$ cat src/rtl/xgmii_tx_arbiter.sv
// Round-robin arbiter that frames whole packets from NPORT word sources onto one
// 64-bit XGMII transmit port, adding start/terminate control and an inter-packet gap.
module xgmii_tx_arbiter #(
    parameter int unsigned NPORT     = 4,
    parameter int unsigned IPG_WORDS = 2
) (
    input  logic                     xgmii_clk,
    input  logic                     sys_rst,
    input  logic [NPORT-1:0]         src_rdy,
    output logic [NPORT-1:0]         src_rd,
    input  logic [64*NPORT-1:0]      src_data,
    input  logic [NPORT-1:0]         src_last,
    input  logic [8*NPORT-1:0]       src_keep,
    output logic [63:0]              xgmii_txd,
    output logic [7:0]               xgmii_txc,
    output logic [$clog2(NPORT)-1:0] grant_id,
    output logic                     busy
);
    localparam int unsigned GW  = $clog2(NPORT);
    localparam int unsigned GW1 = GW + 1;
    localparam int unsigned CW  = (IPG_WORDS > 1) ? $clog2(IPG_WORDS) : 1;

    localparam logic [63:0] IdleWord  = 64'h0707070707070707;
    localparam logic [63:0] StartWord = 64'hD5555555555555FB;
    localparam logic [63:0] TermWord  = 64'h07070707070707FD;

    typedef enum logic [1:0] {StIdle, StData, StTerm, StIpg} state_e;

    state_e        state_q, state_d;
    logic [GW-1:0] grant_q, grant_d;
    logic [GW-1:0] ptr_q, ptr_d;
    logic [CW-1:0] ipg_q, ipg_d;
    logic [63:0]   txd_d;
    logic [7:0]    txc_d;

    logic [63:0]   cur_data;
    logic          cur_last;
    logic [7:0]    cur_keep;
    logic [GW-1:0] pick;
    logic          pick_vld;
    logic [3:0]    nbytes;

    // Word presented by the currently granted source
    always_comb begin
        cur_data = '0;
        cur_last = 1'b0;
        cur_keep = '0;
        for (int i = 0; i < int'(NPORT); i++) begin
            if (grant_q == GW'(i)) begin
                cur_data = src_data[64*i +: 64];
                cur_last = src_last[i];
                cur_keep = src_keep[8*i +: 8];
            end
        end
    end

    // First requester searching upward from the slot after the last grant
    always_comb begin
        logic [GW1-1:0] idx;
        pick     = '0;
        pick_vld = 1'b0;
        idx      = '0;
        for (int k = 1; k <= int'(NPORT); k++) begin
            idx = {1'b0, ptr_q} + GW1'(k);
            if (idx >= GW1'(NPORT)) begin
                idx = idx - GW1'(NPORT);
            end
            if (!pick_vld && src_rdy[idx[GW-1:0]]) begin
                pick     = idx[GW-1:0];
                pick_vld = 1'b1;
            end
        end
    end

    // Valid bytes are the leading run of ones; an empty mask means a full word
    always_comb begin
        logic run;
        nbytes = 4'd0;
        run    = 1'b1;
        for (int l = 0; l < 8; l++) begin
            if (run && cur_keep[l]) begin
                nbytes = nbytes + 4'd1;
            end else begin
                run = 1'b0;
            end
        end
        if (nbytes == 4'd0) begin
            nbytes = 4'd8;
        end
    end

    always_comb begin
        state_d = state_q;
        grant_d = grant_q;
        ptr_d   = ptr_q;
        ipg_d   = ipg_q;
        txd_d   = IdleWord;
        txc_d   = 8'hFF;
        src_rd  = '0;
        unique case (state_q)
            StIdle: begin
                if (pick_vld) begin
                    grant_d = pick;
                    ptr_d   = pick;
                    txd_d   = StartWord;
                    txc_d   = 8'h01;
                    state_d = StData;
                end
            end
            StData: begin
                src_rd[grant_q] = 1'b1;
                if (!cur_last || nbytes == 4'd8) begin
                    txd_d = cur_data;
                    txc_d = 8'h00;
                    if (cur_last) begin
                        state_d = StTerm;
                    end
                end else begin
                    // Data lanes, then terminate, idle fill already in the defaults
                    for (int l = 0; l < 8; l++) begin
                        if (4'(l) < nbytes) begin
                            txd_d[8*l +: 8] = cur_data[8*l +: 8];
                            txc_d[l]        = 1'b0;
                        end else if (4'(l) == nbytes) begin
                            txd_d[8*l +: 8] = 8'hFD;
                        end
                    end
                    ipg_d   = '0;
                    state_d = StIpg;
                end
            end
            StTerm: begin
                txd_d   = TermWord;
                ipg_d   = '0;
                state_d = StIpg;
            end
            StIpg: begin
                if (ipg_q == CW'(IPG_WORDS - 1)) begin
                    state_d = StIdle;
                end else begin
                    ipg_d = ipg_q + CW'(1);
                end
            end
            default: state_d = StIdle;
        endcase
        if (sys_rst) begin
            src_rd = '0;
        end
    end

    always_ff @(posedge xgmii_clk) begin
        if (sys_rst) begin
            state_q   <= StIdle;
            grant_q   <= '0;
            ptr_q     <= GW'(NPORT - 1);
            ipg_q     <= '0;
            xgmii_txd <= IdleWord;
            xgmii_txc <= 8'hFF;
        end else begin
            state_q   <= state_d;
            grant_q   <= grant_d;
            ptr_q     <= ptr_d;
            ipg_q     <= ipg_d;
            xgmii_txd <= txd_d;
            xgmii_txc <= txc_d;
        end
    end

    assign grant_id = grant_q;
    assign busy     = (state_q != StIdle);

endmodule

$ cat config.mk
export PLATFORM = sky130hd
export DESIGN_NAME = xgmii_tx_arbiter
export DESIGN_NICKNAME = d
export VERILOG_FILES = /design/src/rtl/xgmii_tx_arbiter.sv
export SDC_FILE = /design/constraint.sdc
export NUM_CORES = 1
export LEC_CHECK = 0
export BUFFER_PORTS_ARGS = -buffer_cell sky130_fd_sc_hd__clkbuf_2
export CAP_MARGIN = 5
export CORE_AREA = 2 2 148 150
export CTS_CLUSTER_DIAMETER = 30
export CTS_CLUSTER_SIZE = 20
export DETAILED_ROUTE_END_ITERATION = 8
export DIE_AREA = 0 0 150 152
export PLACE_DENSITY_LB_ADDON = 0.12
export SLEW_MARGIN = 0
export SYNTH_ARGS = -nofsm -noshare
export SYNTH_HDL_FRONTEND = slang
export SYNTH_SLANG_ARGS = --single-unit
export TNS_END_PERCENT = 100
$ cat constraint.sdc
create_clock -name xgmii_clk -period 14.84 [get_ports xgmii_clk]
set_input_delay 2.968 -clock xgmii_clk [delete_from_list [all_inputs] [get_ports xgmii_clk]]
set_output_delay 2.968 -clock xgmii_clk [all_outputs]
set_load 0.02 [all_outputs]
# == Word-level counts from Yosys, hierarchy flattened ==
# Cells that the tools add are included.
# totals
reg_bits,79
inputBits,298
out_inout_bits,79
word_cells,173
# op_classes
addsub,16
magnitude_cmp,18
eq_ne,18
n_mux,90
n_reduce_logical,25
# ops
op,count
$mux W64,6
$pmux W64 S3,1
$mux W8,22
$mux W4,10
$mux W1,31
$add A4 B1 Y4 const B,7
$mux W2,12
$eq A3 B4 Y1 const A,4
$lt A3 B4 Y1 const A,4
$pmux W8 S2,1
$lt A2 B3 Y1 const B,5
$ge A3 B3 Y1 const B,4
$logic_and A1 B1 Y1,11
$bmux W1 S2,4
$eq A2 B2 Y1 const B,4
$eq A2 B4 Y1 const A,2
$logic_not A4 Y1,2
$lt A1 B4 Y1 const A,2
$lt A2 B4 Y1 const A,2
$pmux W2 S4,1
$sub A2 B1 Y2 const B,4
$add A2 B2 Y3 const B,2
$ne A2 B2 Y1 const B,3
$eq A1 B4 Y1 const A,1
other kinds (16),22

# == Longest topological paths before layout ==
# Gate-level depths: netlist of the first run.
# depth
depth_word,27
mapped_depth,27
ltp_nobuf,24

# == Worst setup path after synthesis of the first run ==
# OpenSTA, ideal clock, no wires.
# synth_path
path_kind,input-to-reg
from,in src_keep[24]
to,reg xgmii_txd[57]
setup_time_ps,162
arrival_time_ps,7785
required_time_ps,14678
slack_ps,6893
cell_stages,23
path_buffers,2
cell_sequence,mux4_2 > nand2_1 > inv_1 > ha_1 > nor2_1 > nor2_1 > ha_1 > mux2_2 > ha_1 > mux2i_1 > nor2b_1 > o31a_1 > ha_1 > nor3b_1 > nor3_1 > ha_1 > o41ai_1 > a21oi_2 > a21o_1 > buf_6 > buf_2 > nand3_1 > o221ai_1
# synth_between
elab_chain_len,23
elab_cells_between_ends,40
cone_classes,7 x add/sub; 1 x order compare; 2 x eq/ne; 21 x mux; 9 x reduce/logical
# synth_lines
element,line,rtl
"start, declared",13,"input logic [8*NPORT-1:0] src_keep,"
$mux W8 *,49,if (grant_q == GW'(i)) begin
$mux W1,81,if (run && cur_keep[l]) begin
$add A4 B1 Y4 / $logic_and A1 B1 Y1 (equally long branches),"82, 81",
$mux W4 / $mux W1 (equally long branches),81,
$add A4 B1 Y4 / $logic_and A1 B1 Y1 (equally long branches),"82, 81",
$mux W4 / $mux W1 (equally long branches),81,
$add A4 B1 Y4 / $logic_and A1 B1 Y1 (equally long branches),"82, 81",
$mux W4 / $mux W1 (equally long branches),81,
(+5 left out),n/a,
$mux W4 / $mux W1 (equally long branches),81,
$add A4 B1 Y4 / $logic_and A1 B1 Y1 (equally long branches),"82, 81",
$mux W4 *,81,
$logic_not A4 Y1,87,if (nbytes == 4'd0) begin
$mux W4 *,87,
"parallel branches: the longest is 3 deep, another holds $lt A3 B4 Y1",n/a,
$mux W64 *,112,if (!cur_last || nbytes == 4'd8) begin
$pmux W64 S3 *,100,unique case (state_q)
"end signal, assigned",157,xgmii_txd <= IdleWord;
"end signal, assigned",164,xgmii_txd <= txd_d;
"end, declared",14,"output logic [63:0] xgmii_txd,"
# Every way passes the cells marked *.
# A chain may end at the register's enable or synchronous reset.

# == Worst setup path in the final report of the first run ==
# layout_path
from,in src_keep[0]
to,reg xgmii_txd[33]
# layout_between
elab_chain_len,26
elab_cells_between_ends,43
cone_classes,7 x add/sub; 1 x order compare; 2 x eq/ne; 24 x mux; 9 x reduce/logical
# layout_lines
element,line
$mux W8 * (4 in series),49
$mux W1,81
$add A4 B1 Y4 / $logic_and A1 B1 Y1 (equally long branches),"82, 81"
$mux W4 / $mux W1 (equally long branches),81
$add A4 B1 Y4 / $logic_and A1 B1 Y1 (equally long branches),"82, 81"
$mux W4 / $mux W1 (equally long branches),81
$add A4 B1 Y4 / $logic_and A1 B1 Y1 (equally long branches),"82, 81"
$mux W4 / $mux W1 (equally long branches),81
(+5 left out),n/a
$mux W4 / $mux W1 (equally long branches),81
$add A4 B1 Y4 / $logic_and A1 B1 Y1 (equally long branches),"82, 81"
$mux W4 *,81
$logic_not A4 Y1,87
$mux W4 *,87
"parallel branches: the longest is 3 deep, another holds $lt A3 B4 Y1",n/a
$mux W64 *,112
$pmux W64 S3 *,100
# Marks and branches as above.

==> results by group, run 1 <==
Run status
  • Status: completed

Pwr
  • Max rail drop VDD: 0.00006375 V
  • Switch share: a little under half
  • Pwr dens: 185.8 nW/um2
  • Logic pwr share: 59.9%
  • Clock group share of total power: 15.5%
  • Flop pwr share: roughly a quarter
  • NetSw: 0.6577 mW
  • Cell-internal power: 0.7616 mW
  • LEAKAGE: 3.430 nW

Routing
  • DR vias: 5587
  • Drt wl/cell: roughly 20 um
  • Initial DRC count: 268
  • Remaining DRCs: 0
  • Vias per cell: 4.993
  • DR pass1 iterations: 4
  • WL final: 22560 um
  • Number of antenna-violating nets in the routed design: 0

Global route
  • Aggregate global routing overflow: 0
  • First-pass GRT wire length: roughly 33000 um
  • Initial antenna violation count: 2
  • Gr usage total: 19.43%
  • Largest net degree at the start of global routing: 50
  • Number of global-route vias before repair: 5562

Clock tree
  • Worst skew pair latency: 340 ps
  • Num Clock Sinks: 79
  • Cts bufs inserted: 9
  • Hold Buf Count CTS: 0
  • Postcts setup bufs: 0
  • Root buffer cell: clkbuf_16
  • Reg clk slew, reported paths: around 60 ps
  • Longest Clk Path Bufs: 2
  • CTS tree: built
  • H-tree lvl count: 3
  • CTS resizes: 0

Worst setup path
  • Critical Path Max Stage Delay: 740 ps
  • Worst flop-to-flop path startpoint: grant_id[0]
  • CP Capture Type: register
  • R2R depth: 21
  • Slowest cell on the critical path: nor3_1
  • Most frequent CP cell: ha_1
  • Crit Path Max Fanout: 6
  • Crit Path Category: in -> reg
  • R2r endpoint: xgmii_txd[33]
  • Worst R2R Setup Slack: about 7900 ps
  • Crit-path cells: clkbuf_2, mux4_2, nand2_1, inv_1, ha_1, nor2_1, nor2_1, ha_1, mux2_2, ha_1, mux2i_1, nor2b_1, o31a_1, ha_1, nor3b_1, nor3_1, ha_1, o41ai_1, a21oi_2, nor3_1, and2_1, o31ai_1
  • Worst EP arrival: 8800 ps
  • Data required, critical path: 15020 ps
  • Worst Setup Start Kind: input port

Synthesis
  • Post-synth top area share: a little under a third
  • Yosys warns: 0
  • Seq/Total Area, Yosys: 30.27%
  • Syn Inst Count: 476
  • Synth area leaders: mux4_2 31%, dfxtp_1 30%, a21oi_1 3.0%
  • #FFs+latches synth: 79
  • Netlist cell types: 59
  • Asr flop ratio synth: 0%
  • Post-synth top cells: 79 x dfxtp_1, 73 x mux4_2, 39 x nand2_1
  • Primary FF master, synth: dfxtp_1
  • Mapped Nets: 783
  • Syn Area/Cell: 10.98 um2
  • Count leader, synth: dfxtp_1
  • Post-synth EDFFs: 0
  • Mapped Area: roughly 5200 um2
  • Yosys top cell by area: mux4_2

STA
  • Peak Freq: approximately 120 MHz
  • Setup TNS: 0 ps
  • Slew HR: 19.54%
  • Final Cycle Share: 58.08%
  • Final Hold Viols: 0
  • RSZ-0062 raised after global routing: false
  • Max Slew Vio Count: 0
  • Clock Skews: 3.751 ps
  • Setup ws final: just over 6000 ps
  • Final-report setup violation count: 0
  • Actual slew at the worst max-slew pin: between 1000 and 1500 ps
  • Minimum clock period: approximately 8600 ps
  • Hold_ws: between 400 and 500 ps

Placed design
  • Final Wtd Congestion: 0.8164
  • Placed Cells: 1101
  • DP Worst Slack: 5878 ps
  • Number of port buffers: 376
  • Post-DP HPWL: approximately 18000 um

Finish
  • Fillers: 2270
  • Fin cells: ~1.1k
  • Post-layout util: 35.77%
  • Area grow syn2layout: 46.17%
  • Share of cells above drive strength 1: 58.66%
  • NumNets Final: 1139
  • Register area: 1589 um2
  • Footprint of the multi-input gates: 3435 um2

Die
  • Row count: 54
  • Die height: 152 um
  • Area of the core: 21350 um2
  • Starting Density: 24.47%
  • Die span in x: 150 um
  • # IOs: 377
  • Die area: 22800 um2

Min path
  • Hold Startpoint: ipg_q
  • Hold endpoint: ipg_q
  • Hold Path Depth: 2
  • Hold crit path type: reg -> reg

Flow run
  • MaxCap Viol Count: 0
-- metrics by stage --
step | instance area, um2 | total power, mW
CTS | 7632 | 1.442
global route | 7632 | 1.518
floorplan | 5225 | 0.9391
finish | 7637 | 1.419
global placement | 7342 | 1.217
detailed placement | 7342 | 1.216
-- layout make-up --
| type | count | area share [%] |
|---|---|---|
| timing repair buffer | 380 | 25.03 |
| tap | 280 | 4.587 |
| clock buffer | 10 | 2.998 |
| sequential | 79 | 20.81 |
| antenna | 2 | 0.06553 |
| inverter | 15 | 0.7372 |
| clock inverter | 6 | 0.8028 |
| multi-input combinational | 347 | 44.97 |
-- worst max path at each step --
stage | slack [ps] | from | to | cells past startpoint
after floorplan | 6890 | src_keep[24] | xgmii_txd[57] | 23
after global placement | 5920 | src_keep[0] | xgmii_txd[33] | 22
after detailed placement | 5880 | src_keep[0] | xgmii_txd[33] | 22
after CTS | 6220 | src_keep[25] | xgmii_txd[33] | 22
after global routing | 5900 | src_keep[24] | xgmii_txd[33] | 22
final | 6220 | src_keep[0] | xgmii_txd[33] | 22
-- cells in the final DEF (no fill, tap or decap), types with 10 or more instances in the layout --
cell,synthesis,routed
a21oi_1,31,31
a31oi_1,11,11
clkbuf_2,0,376
dfxtp_1,79,77
inv_1,14,14
mux4_2,73,73
nand2_1,39,39
nand3_1,14,14
nor2_1,21,21
nor3_1,16,13
o211ai_1,10,10
o21ai_0,17,17
o21ai_1,14,14
-- cell families (layout without fill, tap and decap cells) --
group,count (synthesis),after routing,synth area share [%]
buffers and inverters,50,411,4.430
AOI/OAI and AO/OA,128,128,16.50
DFF,79,79,30.27
and+or+nand+nor,122,122,11.73
xor gates and xnor gates,6,6,1.700
muxes,82,82,33.21
adders and majority gates,9,9,2.155
other,0,2,0
-- flip-flops by register name, indices dropped and copies added (netlist names) --
signal     flops
ptr_q          2
xgmii_txd     64
xgmii_txc      8
grant_id       2
ipg_q          1
state_q        2
-- layer usage --
layer / vias to the layer above / part of all wire (%) / track usage, % / routed length, um
met3: 27 / 6.3 / 3.724 / 1413
met2: 248 / 49 / 33.09 / 11120
met5: - / 0 / 0 / 0
met1: 2725 / 42 / 24.65 / 9508
met4: 0 / 2.3 / 6.199 / 513
li1: 2587 / - / - / -
-- worst max-delay path: cells and delay by family --
family                   cells  cell delay (ps)
adder cells (fa/ha/maj)      5             1550
AND/OR/NAND/NOR              8             2140
AO/OA/AOI/OAI                4             1030
multiplexers                 3              920
buffers and inverters        2              190
-- power by group through the flow --
stage / clock [mW] / sequential, mW / combinational (mW)
after global placement: 0 / 0.357 / 0.860
final: 0.220 / 0.349 / 0.850
after floorplan: 0 / 0.402 / 0.537
after CTS: 0.228 / 0.353 / 0.862
after global routing: 0.233 / 0.363 / 0.922
after detailed placement: 0 / 0.357 / 0.859
No activity file was read; power rests on OpenSTA's default activity.
==> inputs of run 2 (changes only) <==
- ABC_AREA: default -> 1
- CORE_AREA: 2 2 148 150 -> 2 2 144 146
- DIE_AREA: 0 0 150 152 -> 0 0 146 148
- clock period: 14.84 -> 7.2 ns (I/O delays scaled with it)
==> run 2 against run 1 <==
  * Register-to-register slack got worse by 6400 ps
  * Worst setup slack got worse by 4700 ps
  * Core utilization rose by 2.6 points
  * Count of clock-buffer cells in the layout did not move
  * Cell count rose by 30%
  * Combinational power rose by 110%
  * Critical path depth rose by 6
  * Global-route usage rose by 4.1 points
  * Clock power rose by 110%
  * First-iteration DRC count rose by 24%
  * Die area fell by 5.2%
==> results by group, run 2 <==
Die
  • Starting Density: 26.41% (was 24.47%)
  • Die height: 148 um (was 152 um)
  • # IOs: 377 (unchanged)
  • Area of the core: 20040 um2 (was 21350 um2)
  • Die area: 21610 um2 (was 22800 um2)
  • Die span in x: 146 um (was 150 um)
  • Row count: 52 (was 54)

Clock tree
  • Cts bufs inserted: 9 (unchanged)
  • Num Clock Sinks: 79 (unchanged)
  • Root buffer cell: clkbuf_16 (unchanged)
  • H-tree lvl count: 3 (unchanged)
  • Worst skew pair latency: 350 ps (was 340 ps)
  • Hold Buf Count CTS: 0 (unchanged)
  • CTS resizes: 0 (unchanged)
  • Postcts setup bufs: 0 (unchanged)
  • CTS tree: built (unchanged)
  • Reg clk slew, reported paths: 60 ps (about the same)
  • Longest Clk Path Bufs: 2 (unchanged)

Global route
  • Met1 global-route usage: 29.13% (was 24.65%)
  • GR Util met3: 5.185% (was 3.724%)
  • Met2 usage: 40.21% (was 33.09%)
  • Initial antenna violation count: 1 (was 2)
  • Gr usage total: 23.49% (was 19.43%)
  • First-pass GRT wire length: 38920 um (was 33410 um)
  • Largest net degree at the start of global routing: 41 (was 50)
  • Number of global-route vias before repair: 6675 (was 5562)
  • Global routing's busiest layer: met2 (unchanged)
  • Aggregate global routing overflow: 0 (unchanged)

STA
  • Final-report setup violation count: 0 (unchanged)
  • Setup TNS: 0 ps (unchanged)
  • Clock Skews: 8.853 ps (was 3.751 ps)
  • Max Slew Vio Count: 0 (unchanged)
  • Peak Freq: 175.7 MHz
  • Final Cycle Share: 79.04%
  • Setup ws final: 1509 ps (was 6221 ps)
  • Final Hold Viols: 0 (unchanged)
  • RSZ-0062 raised after global routing: false (unchanged)
  • Actual slew at the worst max-slew pin: 1135 ps (was 1200 ps)
  • Minimum clock period: 5691 ps
  • Slew HR: 24.04% (was 19.54%)

Placed design
  • Post-DP HPWL: 21090 um (was 18290 um)
  • Final Wtd Congestion: 0.8571 (was 0.8164)
  • Placed Cells: 1439 (was 1101)
  • Number of port buffers: 376 (unchanged)
  • Post-Place Cell Area: 7388 um2 (was 7342 um2)
  • DP Worst Slack: 1169 ps (was 5878 ps)

Min path
  • Hold Startpoint: ipg_q (unchanged)
  • Hold Path Depth: 2 (unchanged)
  • Hold endpoint: ipg_q (unchanged)
  • Hold crit path type: reg -> reg (unchanged)

Worst setup path
  • Crit Path Category: reg -> reg (was in -> reg)
  • Crit Path Max Fanout: 26 (was 6)
  • Most frequent CP cell: nand2_1 (was ha_1)
  • Critical Path Max Stage Delay: 710 ps (was 740 ps)
  • R2r endpoint: xgmii_txd[28] (was xgmii_txd[33])
  • R2R depth: 28 (was 21)
  • Worst EP arrival: 5910 ps (was 8800 ps)
  • Launch point of the critical path: grant_id[0] (was src_keep[0])
  • Worst R2R Setup Slack: 1510 ps (was 7860 ps)
  • Worst Setup Start Kind: register (was input port)
  • Slowest cell on the critical path: dfxtp_2 (was nor3_1)
  • Data required, critical path: 7420 ps (was 15020 ps)
  • CP Capture Type: register (unchanged)
  • Worst flop-to-flop path startpoint: grant_id[0] (unchanged)

Synthesis
  • Post-synth EDFFs: 0 (unchanged)
  • Seq/Total Area, Yosys: 29.88% (was 30.27%)
  • Count leader, synth: nand2_1 (was dfxtp_1)
  • Mapped Area: 5293 um2 (was 5225 um2)
  • Yosys warns: 0 (unchanged)
  • Post-synth top cells: 279 x nand2_1, 79 x dfxtp_1, 70 x o21ai_0 (was 79 x dfxtp_1, 73 x mux4_2, 39 x nand2_1)
  • Syn Area/Cell: 6.384 um2 (was 10.98 um2)
  • Post-synth top area share: 29.88% (was 31.47%)
  • Synth area leaders: dfxtp_1 30%, nand2_1 20%, o21ai_0 6.6% (was mux4_2 31%, dfxtp_1 30%, a21oi_1 3.0%)
  • Yosys top cell by area: dfxtp_1 (was mux4_2)
  • Primary FF master, synth: dfxtp_1 (unchanged)
  • Asr flop ratio synth: 0% (unchanged)
  • Syn Inst Count: 829 (was 476)
  • Mapped Nets: 1136 (was 783)
  • Netlist cell types: 43 (was 59)
  • #FFs+latches synth: 79 (unchanged)

Finish
  • Largest reg by FF count: xgmii_txd (unchanged)
  • Share of cells above drive strength 1: 37.97% (was 58.66%)
  • Fillers: 2271 (was 2270)
  • Max FFs per register: 64 (unchanged)
  • Most common cell after layout, fill and taps aside: clkbuf_2 (unchanged)
  • Biggest regs: xgmii_txd (64), xgmii_txc (8) (unchanged)
  • Ant diodes: 0 (was 2)
  • Fin cells: 1455 (was 1119)
  • Post-Layout Inst Area: 7685 um2 (was 7637 um2)
  • Most frequent cells in the layout: 376 x clkbuf_2, 279 x nand2_1, 78 x dfxtp_1 (was 376 x clkbuf_2, 77 x dfxtp_1, 73 x mux4_2)
  • NumNets Final: 1487 (was 1139)
  • Area grow syn2layout: 45.20% (was 46.17%)
  • Post-layout util: 38.35% (was 35.77%)

Routing
  • DR pass1 iterations: 5 (was 4)
  • Vias per cell: 4.779 (was 4.993)
  • Initial DRC count: 333 (was 268)
  • DR vias: 6954 (was 5587)
  • Drt wl/cell: 18.17 um (was 20.16 um)
  • Remaining DRCs: 0 (unchanged)
  • WL final: 26430 um (was 22560 um)
  • Number of antenna-violating nets in the routed design: 0 (unchanged)

Flow run
  • MaxCap Viol Count: 0 (unchanged)

Pwr
  • Max rail drop VDD: 0.0001337 V (was 0.00006375 V)
  • LEAKAGE: 4.097 nW (was 3.430 nW)
  • Pwr dens: 382.4 nW/um2 (was 185.8 nW/um2)

Run status
  • Status: completed (unchanged)
-- run 2: cell count changes after synthesis, sizes merged, moves of 17 or more --
cell / delta
nand3: +49
nor2: +27
mux4: -73
nand2: +257
a221oi: +17
inv: +52
o21ai: +48
-- run 2: cell type report --
class                   instances  area (um2)  area share, %
flip-flops and latches         79        1583          20.60
well taps                     270       337.8          4.396
inverters                      67       255.2          3.321
multi-input cells             638        3263          42.46
clock inverters                 6       67.56         0.8792
clock buffers                  10       229.0          2.979
repair buffers                385        1949          25.37
-- run 2: critical path, delay by kind of cell, from the launching register on --
kind	cells	cell delay, ps
buffers and inverters	5	620
adders and majority gates	5	1340
AOI/OAI and AO/OA	2	800
DFF	1	710
and+or+nand+nor	16	2070
-- run 2: worst max-delay path by stage --
| stage | end | slack [ps] | depth (start not counted) |
|---|---|---|---|
| final | xgmii_txd[28] | 1510 | 28 |
| after detailed placement | xgmii_txd[30] | 1170 | 29 |
| after global placement | xgmii_txd[28] | 1220 | 29 |
| after floorplan | xgmii_txd[32] | 1950 | 30 |
| after global routing | xgmii_txd[30] | 970 | 29 |
| after CTS | xgmii_txd[30] | 1440 | 28 |
-- run 2: per-layer routing --
layer  up-vias  part of all wire [%]
met3        45                   6.3
met2       266                    48
met4         2                   2.8
met5         -                 0.064
li1       3499                     -
met1      3142                    43
-- run 2: stage by stage --
stage | total power, mW | hold WS [ps]
5_1_grt | 3.165 | 485.8
6_report | 2.939 | 463.2
3_3_place_gp | 2.490 | 461.6
3_5_place_dp | 2.490 | 456.4
4_1_cts | 2.965 | 464.6
2_1_floorplan | 1.851 | 439.1
-- run 2: cells by family (layout without fill, tap and decap cells) --
group | Yosys count | count (layout) | synth area share, %
compound gates | 193 | 193 | 22.03
xor+xnor | 1 | 1 | 0.1655
fa+ha+maj | 9 | 9 | 2.128
flops | 79 | 79 | 29.88
simple gates | 435 | 435 | 36.95
buf+inv | 112 | 468 | 8.842
-- run 2: power breakdown --
| group | leakage [nW] | internal [mW] | switching (mW) | total, mW |
|---|---|---|---|---|
| registers | 0.655 | 0.604 | 0.0822 | 0.686 |
| logic | 3.30 | 0.545 | 1.24 | 1.79 |
| clock network | 0.139 | 0.271 | 0.195 | 0.466 |
| total | 4.10 | 1.42 | 1.52 | 2.94 |
==> inputs of run 3 (changes only) <==
- clock period: 7.2 -> 4.78 ns (I/O delays scaled with it)
==> run 3 against run 2 <==
  * Critical path depth increased by 4
  * Cell count increased by 3.0%
  * Via count increased by 0.27%
  * First-iteration DRC count decreased by 7.5%
  * Clock power increased by 40%
  * Final area increased by 7.1%
  * Largest power group unchanged
==> results by group, run 3 (same netlist as run 2, synthesis figures left out) <==
Finish
  • Post-layout util: 41.07% (was 38.35%)
  • Most frequent cells in the layout: 376 x clkbuf_2, 270 x nand2_1, 77 x dfxtp_1 (was 376 x clkbuf_2, 279 x nand2_1, 78 x dfxtp_1)
  • NumNets Final: 1531 (was 1487)
  • Post-Layout Inst Area: 8229 um2 (was 7685 um2)
  • Fillers: 2247 (was 2271)
  • Largest reg by FF count: xgmii_txd (unchanged)
  • Share of cells above drive strength 1: 42.39% (was 37.97%)
  • Biggest regs: xgmii_txd (64), xgmii_txc (8) (unchanged)
  • Max FFs per register: 64 (unchanged)
  • Most common cell after layout, fill and taps aside: clkbuf_2 (unchanged)
  • Ant diodes: 0 (unchanged)
  • Area grow syn2layout: 55.48% (was 45.20%)

Worst setup path
  • Crit Path Category: in -> reg (was reg -> reg)
  • Worst Setup Start Kind: input port (was register)
  • Most frequent CP cell: nand2_2 (was nand2_1)
  • CP Capture Type: register (unchanged)
  • Worst EP arrival: 4800 ps (was 5910 ps)
  • Slowest cell on the critical path: ha_1 (was dfxtp_2)
  • R2R depth: 32 (was 28)
  • Data required, critical path: 5050 ps (was 7420 ps)
  • Critical Path Max Stage Delay: 270 ps (was 710 ps)
  • Crit Path Max Fanout: 6 (was 26)

Routing
  • DR vias: 6973 (was 6954)
  • Remaining DRCs: 0 (unchanged)
  • Vias per cell: 4.652 (was 4.779)
  • Drt wl/cell: 17.47 um (was 18.17 um)
  • DR pass1 iterations: 4 (was 5)
  • Initial DRC count: 308 (was 333)
  • Number of antenna-violating nets in the routed design: 0 (unchanged)
  • WL final: 26190 um (was 26430 um)

Flow run
  • MaxCap Viol Count: 0 (unchanged)

Die
  • Die area: 21610 um2 (unchanged)
  • # IOs: 377 (unchanged)
  • Die span in x: 146 um (unchanged)
  • Die height: 148 um (unchanged)
  • Row count: 52 (unchanged)
  • Starting Density: 26.41% (unchanged)
  • Area of the core: 20040 um2 (unchanged)

Clock tree
  • Num Clock Sinks: 79 (unchanged)
  • Reg clk slew, reported paths: 60 ps (about the same)
  • Root buffer cell: clkbuf_16 (unchanged)
  • Longest Clk Path Bufs: 2 (unchanged)
  • Worst skew pair latency: 340 ps (was 350 ps)
  • CTS tree: built (unchanged)
  • Cts bufs inserted: 9 (unchanged)
  • H-tree lvl count: 3 (unchanged)

STA
  • Max Slew Vio Count: 0 (unchanged)
  • Slew HR: 30.82% (was 24.04%)
  • Peak Freq: 220.7 MHz
  • Final Hold Viols: 0 (unchanged)
  • Final Cycle Share: 94.80%
  • Actual slew at the worst max-slew pin: 1032 ps (was 1135 ps)
  • RSZ-0062 raised after global routing: true (was false)
  • Clock Skews: 6.897 ps (was 8.853 ps)
  • Final-report setup violation count: 0 (unchanged)
  • Minimum clock period: around 4500 ps

Placed design
  • Post-DP HPWL: 20840 um (was 21090 um)
  • Number of port buffers: 376 (unchanged)
  • Post-Place Cell Area: 7696 um2 (was 7388 um2)
  • Final Wtd Congestion: 0.8977 (was 0.8571)

Pwr
  • Switch share: 49.74% (was 51.68%)
  • NetSw: 2.428 mW (was 1.519 mW)
  • Pwr dens: 593.2 nW/um2 (was 382.4 nW/um2)
  • Clock group share of total power: 13.4% (was 15.8%)
  • Cell-internal power: 2.453 mW (was 1.420 mW)
  • Max rail drop VDD: 0.0002599 V (was 0.0001337 V)
  • Flop pwr share: 20.6% (was 23.3%)
  • Logic pwr share: 66.0% (was 60.8%)
  • LEAKAGE: 4.322 nW (was 4.097 nW)

Global route
  • Number of global-route vias before repair: 6894 (was 6675)
  • Largest net degree at the start of global routing: 52 (was 41)
  • Gr usage total: 23.29% (was 23.49%)
  • Aggregate global routing overflow: 0 (unchanged)
  • Initial antenna violation count: 0 (was 1)
  • First-pass GRT wire length: 39360 um (was 38920 um)

Min path
  • Hold Path Depth: 2 (unchanged)
  • Hold crit path type: reg -> reg (unchanged)

Run status
  • Status: completed (unchanged)
## run 3: path summary, 6_finish.rpt
path	slack, ps	start	to
max	250	src_keep[1]	xgmii_txd[12]
min	470	ipg_q	ipg_q
max reg2reg	310	grant_id[1]	xgmii_txd[12]
min reg2reg	470	ipg_q	ipg_q
## run 3: layer usage
layer / global-route usage, % / vias up / share of wire (%)
li1: - / 3577 / -
met1: 29.24 / 3152 / 43
met4: 5.485 / 0 / 1.5
met2: 41.13 / 220 / 50
met5: 0 / - / 0
met3: 4.691 / 24 / 5.9
## run 3: power groups by stage
stage / registers [mW] / clock network [mW] / logic [mW]
after CTS: 1.01 / 0.671 / 3.01
after global routing: 1.03 / 0.693 / 3.55
after floorplan: 1.29 / 0 / 1.50
final: 1.01 / 0.653 / 3.22
after global placement: 1.02 / 0 / 2.98
after detailed placement: 1.02 / 0 / 2.98
## run 3: worst max-delay path, delay by kind of cell
kind	cells	cell delay, ps
AO/OA/AOI/OAI	1	140
adder cells (fa/ha/maj)	5	1210
buffers and inverters	8	610
AND/OR/NAND/NOR	18	1880
## run 3: area by class of cell
type	count	area [um2]	area share, %
inverter	67	259.0	3.147
clock inverter	4	28.78	0.3497
tap	270	337.8	4.105
timing repair buffer	428	2317	28.16
clock buffer	12	246.5	2.995
multi-input combinational	639	3456	41.99
sequential	79	1584	19.25
## run 3: through the flow
step	power [mW]	TNS, ps	worst slack [ps]	hold WS (ps)	std cells
after detailed placement	4.003	-17750	-369.8	467.2	1475
after CTS	4.692	-3.394	-3.394	475.1	1494
after global placement	4.006	-13540	-297.1	451.2	1475
final	4.881	0	248.5	471.8	1499
after floorplan	2.788	0	18.38	439.1	829
after global routing	5.274	-191.6	-23.37	490.7	1499
## run 3: repair_timing
item | in CTS | in global routing
setup buffers | 3 | 4
cloned | 0 | 1
hold buffers | 0 | 0
endpoints found under the hold margin | 0 | 0
pin swaps | 1 | 13
setup endpoints to repair | 13 | 65
gates resized for setup | 1 | 43
